===== src/rtl/shift_left_pipe_32b_if.sv =====
// Handshake bus of the pipelined left shifter: operand/shift-amount in, result out.
interface shift_left_pipe_32b_if #(
  parameter int unsigned WIDTH = 32
);
  localparam int unsigned SHW = $clog2(WIDTH);

  logic             in_valid_i;
  logic             in_ready_o;
  logic [WIDTH-1:0] in_i;
  logic [SHW-1:0]   shamt_i;
  logic             out_valid_o;
  logic             out_ready_i;
  logic [WIDTH-1:0] out_o;

  modport slave (
    input  in_valid_i, in_i, shamt_i, out_ready_i,
    output in_ready_o, out_valid_o, out_o
  );

  modport master (
    output in_valid_i, in_i, shamt_i, out_ready_i,
    input  in_ready_o, out_valid_o, out_o
  );
endinterface


===== src/rtl/shift_left_pipe_32b.sv =====
// Logarithmic left shifter, one stage per shift-amount bit, with valid/ready
// backpressure, flush and synchronous reset.
module shift_left_pipe_32b #(
  parameter int unsigned WIDTH = 32
) (
  input  logic                  clk_i,
  input  logic                  rst_i,
  input  logic                  flush_i,
  shift_left_pipe_32b_if.slave  bus,
  output logic                  busy_o
);
  localparam int unsigned SHW = $clog2(WIDTH);

  logic [SHW-1:0]   valid_q, valid_d;
  logic [SHW-1:0]   adv_c;
  logic             in_ready_c;
  logic [WIDTH-1:0] data_q  [SHW];
  logic [WIDTH-1:0] data_d  [SHW];
  logic [SHW-1:0]   shamt_q [SHW];
  logic [SHW-1:0]   shamt_d [SHW];

  // A stage may load when it is empty or everything downstream of it moves.
  always_comb begin
    logic carry;
    adv_c = '0;
    carry = bus.out_ready_i;
    for (int k = SHW - 1; k >= 0; k--) begin
      carry    = carry | ~valid_q[k];
      adv_c[k] = carry;
    end
  end

  assign in_ready_c     = adv_c[0] & ~flush_i;
  assign bus.in_ready_o = in_ready_c;

  // Invalid stages are loaded with zero so the output reads 0 when not valid.
  always_comb begin
    logic             src_valid;
    logic [WIDTH-1:0] src_data;
    logic [SHW-1:0]   src_shamt;
    valid_d = valid_q;
    data_d  = data_q;
    shamt_d = shamt_q;
    for (int k = 0; k < SHW; k++) begin
      if (k == 0) begin
        src_valid = bus.in_valid_i & in_ready_c;
        src_data  = bus.in_i;
        src_shamt = bus.shamt_i;
      end else begin
        src_valid = valid_q[k-1];
        src_data  = data_q[k-1];
        src_shamt = shamt_q[k-1];
      end
      if (flush_i) begin
        valid_d[k] = 1'b0;
        data_d[k]  = '0;
        shamt_d[k] = '0;
      end else if (adv_c[k]) begin
        valid_d[k] = src_valid;
        if (src_valid) begin
          data_d[k]  = src_shamt[0] ? (src_data << (2 ** k)) : src_data;
          shamt_d[k] = src_shamt >> 1;
        end else begin
          data_d[k]  = '0;
          shamt_d[k] = '0;
        end
      end
    end
  end

  always_ff @(posedge clk_i) begin
    if (rst_i) begin
      valid_q <= '0;
      for (int k = 0; k < SHW; k++) begin
        data_q[k]  <= '0;
        shamt_q[k] <= '0;
      end
    end else begin
      valid_q <= valid_d;
      for (int k = 0; k < SHW; k++) begin
        data_q[k]  <= data_d[k];
        shamt_q[k] <= shamt_d[k];
      end
    end
  end

  assign bus.out_valid_o = valid_q[SHW-1];
  assign bus.out_o       = data_q[SHW-1];
  assign busy_o          = |valid_q;
endmodule


===== src/flat_wrapper.sv =====
// flat-port wrapper written by rule: the top's interface ports become plain ports
module shift_left_pipe_32b_flat 
#(
  parameter int unsigned WIDTH = 32
)
  (clk_i, rst_i, flush_i, busy_o, bus_in_valid_i, bus_in_i, bus_shamt_i, bus_out_ready_i, bus_in_ready_o, bus_out_valid_o, bus_out_o);
  shift_left_pipe_32b_if #(.WIDTH(WIDTH)) bus_i ();
  input  logic clk_i;
  input  logic rst_i;
  input  logic flush_i;
  output logic busy_o;
  input wire logic [$bits(bus_i.in_valid_i)-1:0] bus_in_valid_i;
  input wire logic [$bits(bus_i.in_i)-1:0] bus_in_i;
  input wire logic [$bits(bus_i.shamt_i)-1:0] bus_shamt_i;
  input wire logic [$bits(bus_i.out_ready_i)-1:0] bus_out_ready_i;
  output wire logic [$bits(bus_i.in_ready_o)-1:0] bus_in_ready_o;
  output wire logic [$bits(bus_i.out_valid_o)-1:0] bus_out_valid_o;
  output wire logic [$bits(bus_i.out_o)-1:0] bus_out_o;
  assign bus_i.in_valid_i = bus_in_valid_i;
  assign bus_i.in_i = bus_in_i;
  assign bus_i.shamt_i = bus_shamt_i;
  assign bus_i.out_ready_i = bus_out_ready_i;
  assign bus_in_ready_o = bus_i.in_ready_o;
  assign bus_out_valid_o = bus_i.out_valid_o;
  assign bus_out_o = bus_i.out_o;
  shift_left_pipe_32b #(.WIDTH(WIDTH)) u_core (.clk_i(clk_i), .rst_i(rst_i), .flush_i(flush_i), .bus(bus_i), .busy_o(busy_o));
endmodule

===== config.mk =====
export PLATFORM = sky130hd
export DESIGN_NAME = shift_left_pipe_32b_flat
export DESIGN_NICKNAME = d
export VERILOG_FILES = /design/src/rtl/shift_left_pipe_32b_if.sv /design/src/rtl/shift_left_pipe_32b.sv /design/src/flat_wrapper.sv
export SDC_FILE = /design/constraint.sdc
export NUM_CORES = 1
export LEC_CHECK = 0
export BUFFER_PORTS_ARGS = -buffer_cell sky130_fd_sc_hd__buf_4
export CORE_MARGIN = 2
export CORE_UTILIZATION = 62
export CTS_BUF_LIST = sky130_fd_sc_hd__clkbuf_8 sky130_fd_sc_hd__clkbuf_16
export DETAILED_ROUTE_END_ITERATION = 7
export PLACE_DENSITY = 0.83
export SYNTH_ARGS = -nofsm -noshare
export SYNTH_HDL_FRONTEND = slang
export SYNTH_SLANG_ARGS = --single-unit

===== constraint.sdc =====
create_clock -name clk_i -period 3.7 [get_ports clk_i]
set_input_delay 0.74 -clock clk_i [delete_from_list [all_inputs] [get_ports clk_i]]
set_output_delay 0.74 -clock clk_i [all_outputs]
set_load 0.03 [all_outputs]

==> results.tsv <==
metric	value	unit
status	complete, no violations	
grt_use_met2	40.0	%
leakage	2.96	nW
cp.required	2.96	ns
clock-sinks	175	
hold_path.startpoint	u_core.bus.out_o[26]$_SDFFE_PP0P_	
cp.arrival	1.86	ns
drc	0	
gr-total-overflow	0	
synth_area_leaders	dfxtp_1 44%, mux2i_1 14%, nand4_1 5.6%	
dp.cells	947	
fin_hold_ws	0.455	ns
final_nets	836	
yosys_register_bits	175	
fin_crit	2.60	ns
viasPerCell	6.18	
crit_chain	and2_1 > buf_4 > and2_1 > nor2_1 > buf_4	
postCtsSetupBuffers	0	
cts_tree	done	
gp_congestion	0.878	
top_usage_layer	met2	
slowest_stage	dfxtp_1	
cts_resized	0	
postRouteAntennaNets	0	
power_density	423	nW/um^2
initial_utilization	63.4	%
synth_top_cells_by_count	175 x dfxtp_1, 113 x mux2i_1, 71 x nand4_1	
drv_slew	0	
cts_made_buffers	17	
fillers	957	
io_buffer_count	76	
rsz0062_at_grt	false	
cp-start-kind	flop	
r2r_slack	1.73	ns
skew	0.00748	ns
grt_max_degree	99	
timing.rr.end	u_core.data_q[104]$_SDFFE_PP0P_	
clockBufferDepth	2	
synth_area	8000	um^2
drive_gt1_share	22.3	%
min_path_type	flop to flop	
die_h	118	um
die_width	118	um
fp.dieArea	13800	um^2
h-tree-depth	4	
routedWlPerCell	17.3	um
synthCells	798	
yosysMostFrequentCell	dfxtp_1	
hpwl	11600	um
cp_top_family	flip-flops	
relSlewSlack	37.2	%
clock_latency	0.43	ns
critical_path_class	flop to output pin	
first_pass_iters	5	
synth_ff_type	dfxtp_1	
synth_largest_area_cell	dfxtp_1	
async_flop_share	0	%
cts_hold_buf	0	
finalPower	3.74	mW
crit_path_max_fanout	37	
setup-tns-final	0	ns
synth_edf_count	0	
synth.avg_cell_area	10.0	um^2
cpPeakStageDelay	0.49	ns
hold-path-cell-count	2	
grt_pass1_vias	5731	
ir_drop	0.290	mV
antenna_found_initial	0	
critPathBufInv	2	
hold_viol_final	0	
antenna_cells	0	
worst_pin_slew	0.939	ns
fin_util	70.0	%
layout.cells.non_filler	979	
synth.top_cell.area_share	43.8	%
drtIter0Drc	460	
num_vias	6048	
io_pins	77	
fin_crit_sh	70.3	%
synth_fp_nets	840	
met1_usage	33.0	%
areaGrowthSynthToFinish	10.4	%
setup_violations	0	
grt_pass1_wl	28400	um
rr_worst_depth	4	
synth_cell_type_count	32	
rr_startpoint	u_core.valid_q[4]$_SDFFE_PP0P_	
clock-root-buffer	clkbuf_16	
synth-seq-area-share	43.8	%
cts.clk_slew.worst_paths	0.06	ns
crit_path_end_kind	output pin	
cap_violations	0	
yosys_warnings	0	
grtUsageMet3	4.80	%
fp.coreArea	12600	um^2
finalWirelength	16900	um
rows	41	
max_freq	385	MHz
min_to	u_core.bus.out_o[26]$_SDFFE_PP0P_	
track_usage	24.9	%
worst max path at each step:
stage,from,end,slack [ns],cells after the start
after global routing,u_core.valid_q[0]$_SDFFE_PP0P_,bus_in_ready_o,0.97,5
final,u_core.valid_q[0]$_SDFFE_PP0P_,bus_in_ready_o,1.10,5
after global placement,flush_i,u_core.bus.out_o[15]$_SDFFE_PP0P_,1.24,4
after floorplan,bus_out_ready_i,bus_in_ready_o,1.10,6
after CTS,u_core.valid_q[0]$_SDFFE_PP0P_,bus_in_ready_o,1.11,5
after detailed placement,flush_i,u_core.bus.out_o[3]$_SDFFE_PP0P_,1.13,4
flip-flops by register name, summed over array words and instances (netlist names):
name / count
u_core.data_q: 128
u_core.valid_q: 5
u_core.shamt_q: 10
u_core.bus.out_o: 32
tightest hold or removal path: cells and delay by family, from the launching register on:
kind,cells,cell delay (ns)
flops,1,0.31
simple gates,1,0.05
compound gates,1,0.05
kinds of logic (layout without fill, tap and decap cells):
logic type             after synthesis  count (layout)  share of synthesized area, %
AO/OA/AOI/OAI                      172             172                          17.6
buffers and inverters              120             129                          8.51
flip-flops                         175             175                          43.8
multiplexers                       129             129                          16.4
AND/OR/NAND/NOR                    202             202                          13.7
report_power, final:
| part | switching [mW] | internal, mW | leakage (nW) |
|---|---|---|---|
| Combinational | 0.0828 | 0.0657 | 1.28 |
| Sequential | 0.0110 | 1.90 | 1.41 |
| Clock | 0.714 | 0.968 | 0.272 |
routing by layer:
layer  vias up  wire (um)  part of all wire (%)
met5         -          0                     0
met4         0        424                   2.5
met3        33        701                   4.2
met2       165       8100                    48
met1      2873       7660                    45
li1       2977          -                     -
cell type report:
| type | instances | area (um^2) | share of cell area [%] |
|---|---|---|---|
| multi-input cells | 503 | 3820 | 43.3 |
| flip-flops and latches | 175 | 3500 | 39.7 |
| repair buffers | 97 | 728 | 8.24 |
| clock buffers | 20 | 467 | 5.28 |
| well taps | 172 | 215 | 2.44 |
| clock inverters | 12 | 95.1 | 1.08 |
cell usage in the layout (no fill, tap or decap), types with 2 or more instances in the layout:
cell type,count
buf_4,97
o31ai_2,34
mux2_2,16
o21a_1,2
a22o_1,16
nand2_1,37
a21oi_1,31
clkbuf_8,3
nor2_1,10
inv_1,2
o31ai_1,55
mux2i_1,113
o21ai_1,10
and2_1,3
nand4_1,71
clkinvlp_4,5
clkbuf_16,17
nand3_1,67
dfxtp_1,175
nand4b_1,2
nor2b_1,2
o2bb2ai_1,24
clkinv_2,4
per-stage QoR:
| stage | area [um^2] | setup slack [ns] |
|---|---|---|
| 2_1_floorplan | 8000 | 1.10 |
| 3_3_place_gp | 8270 | 1.24 |
| 3_5_place_dp | 8270 | 1.13 |
| 4_1_cts | 8830 | 1.11 |
| 5_1_grt | 8830 | 0.972 |
| 6_report | 8830 | 1.10 |
Note: power is estimated with default switching activity, not from simulation.
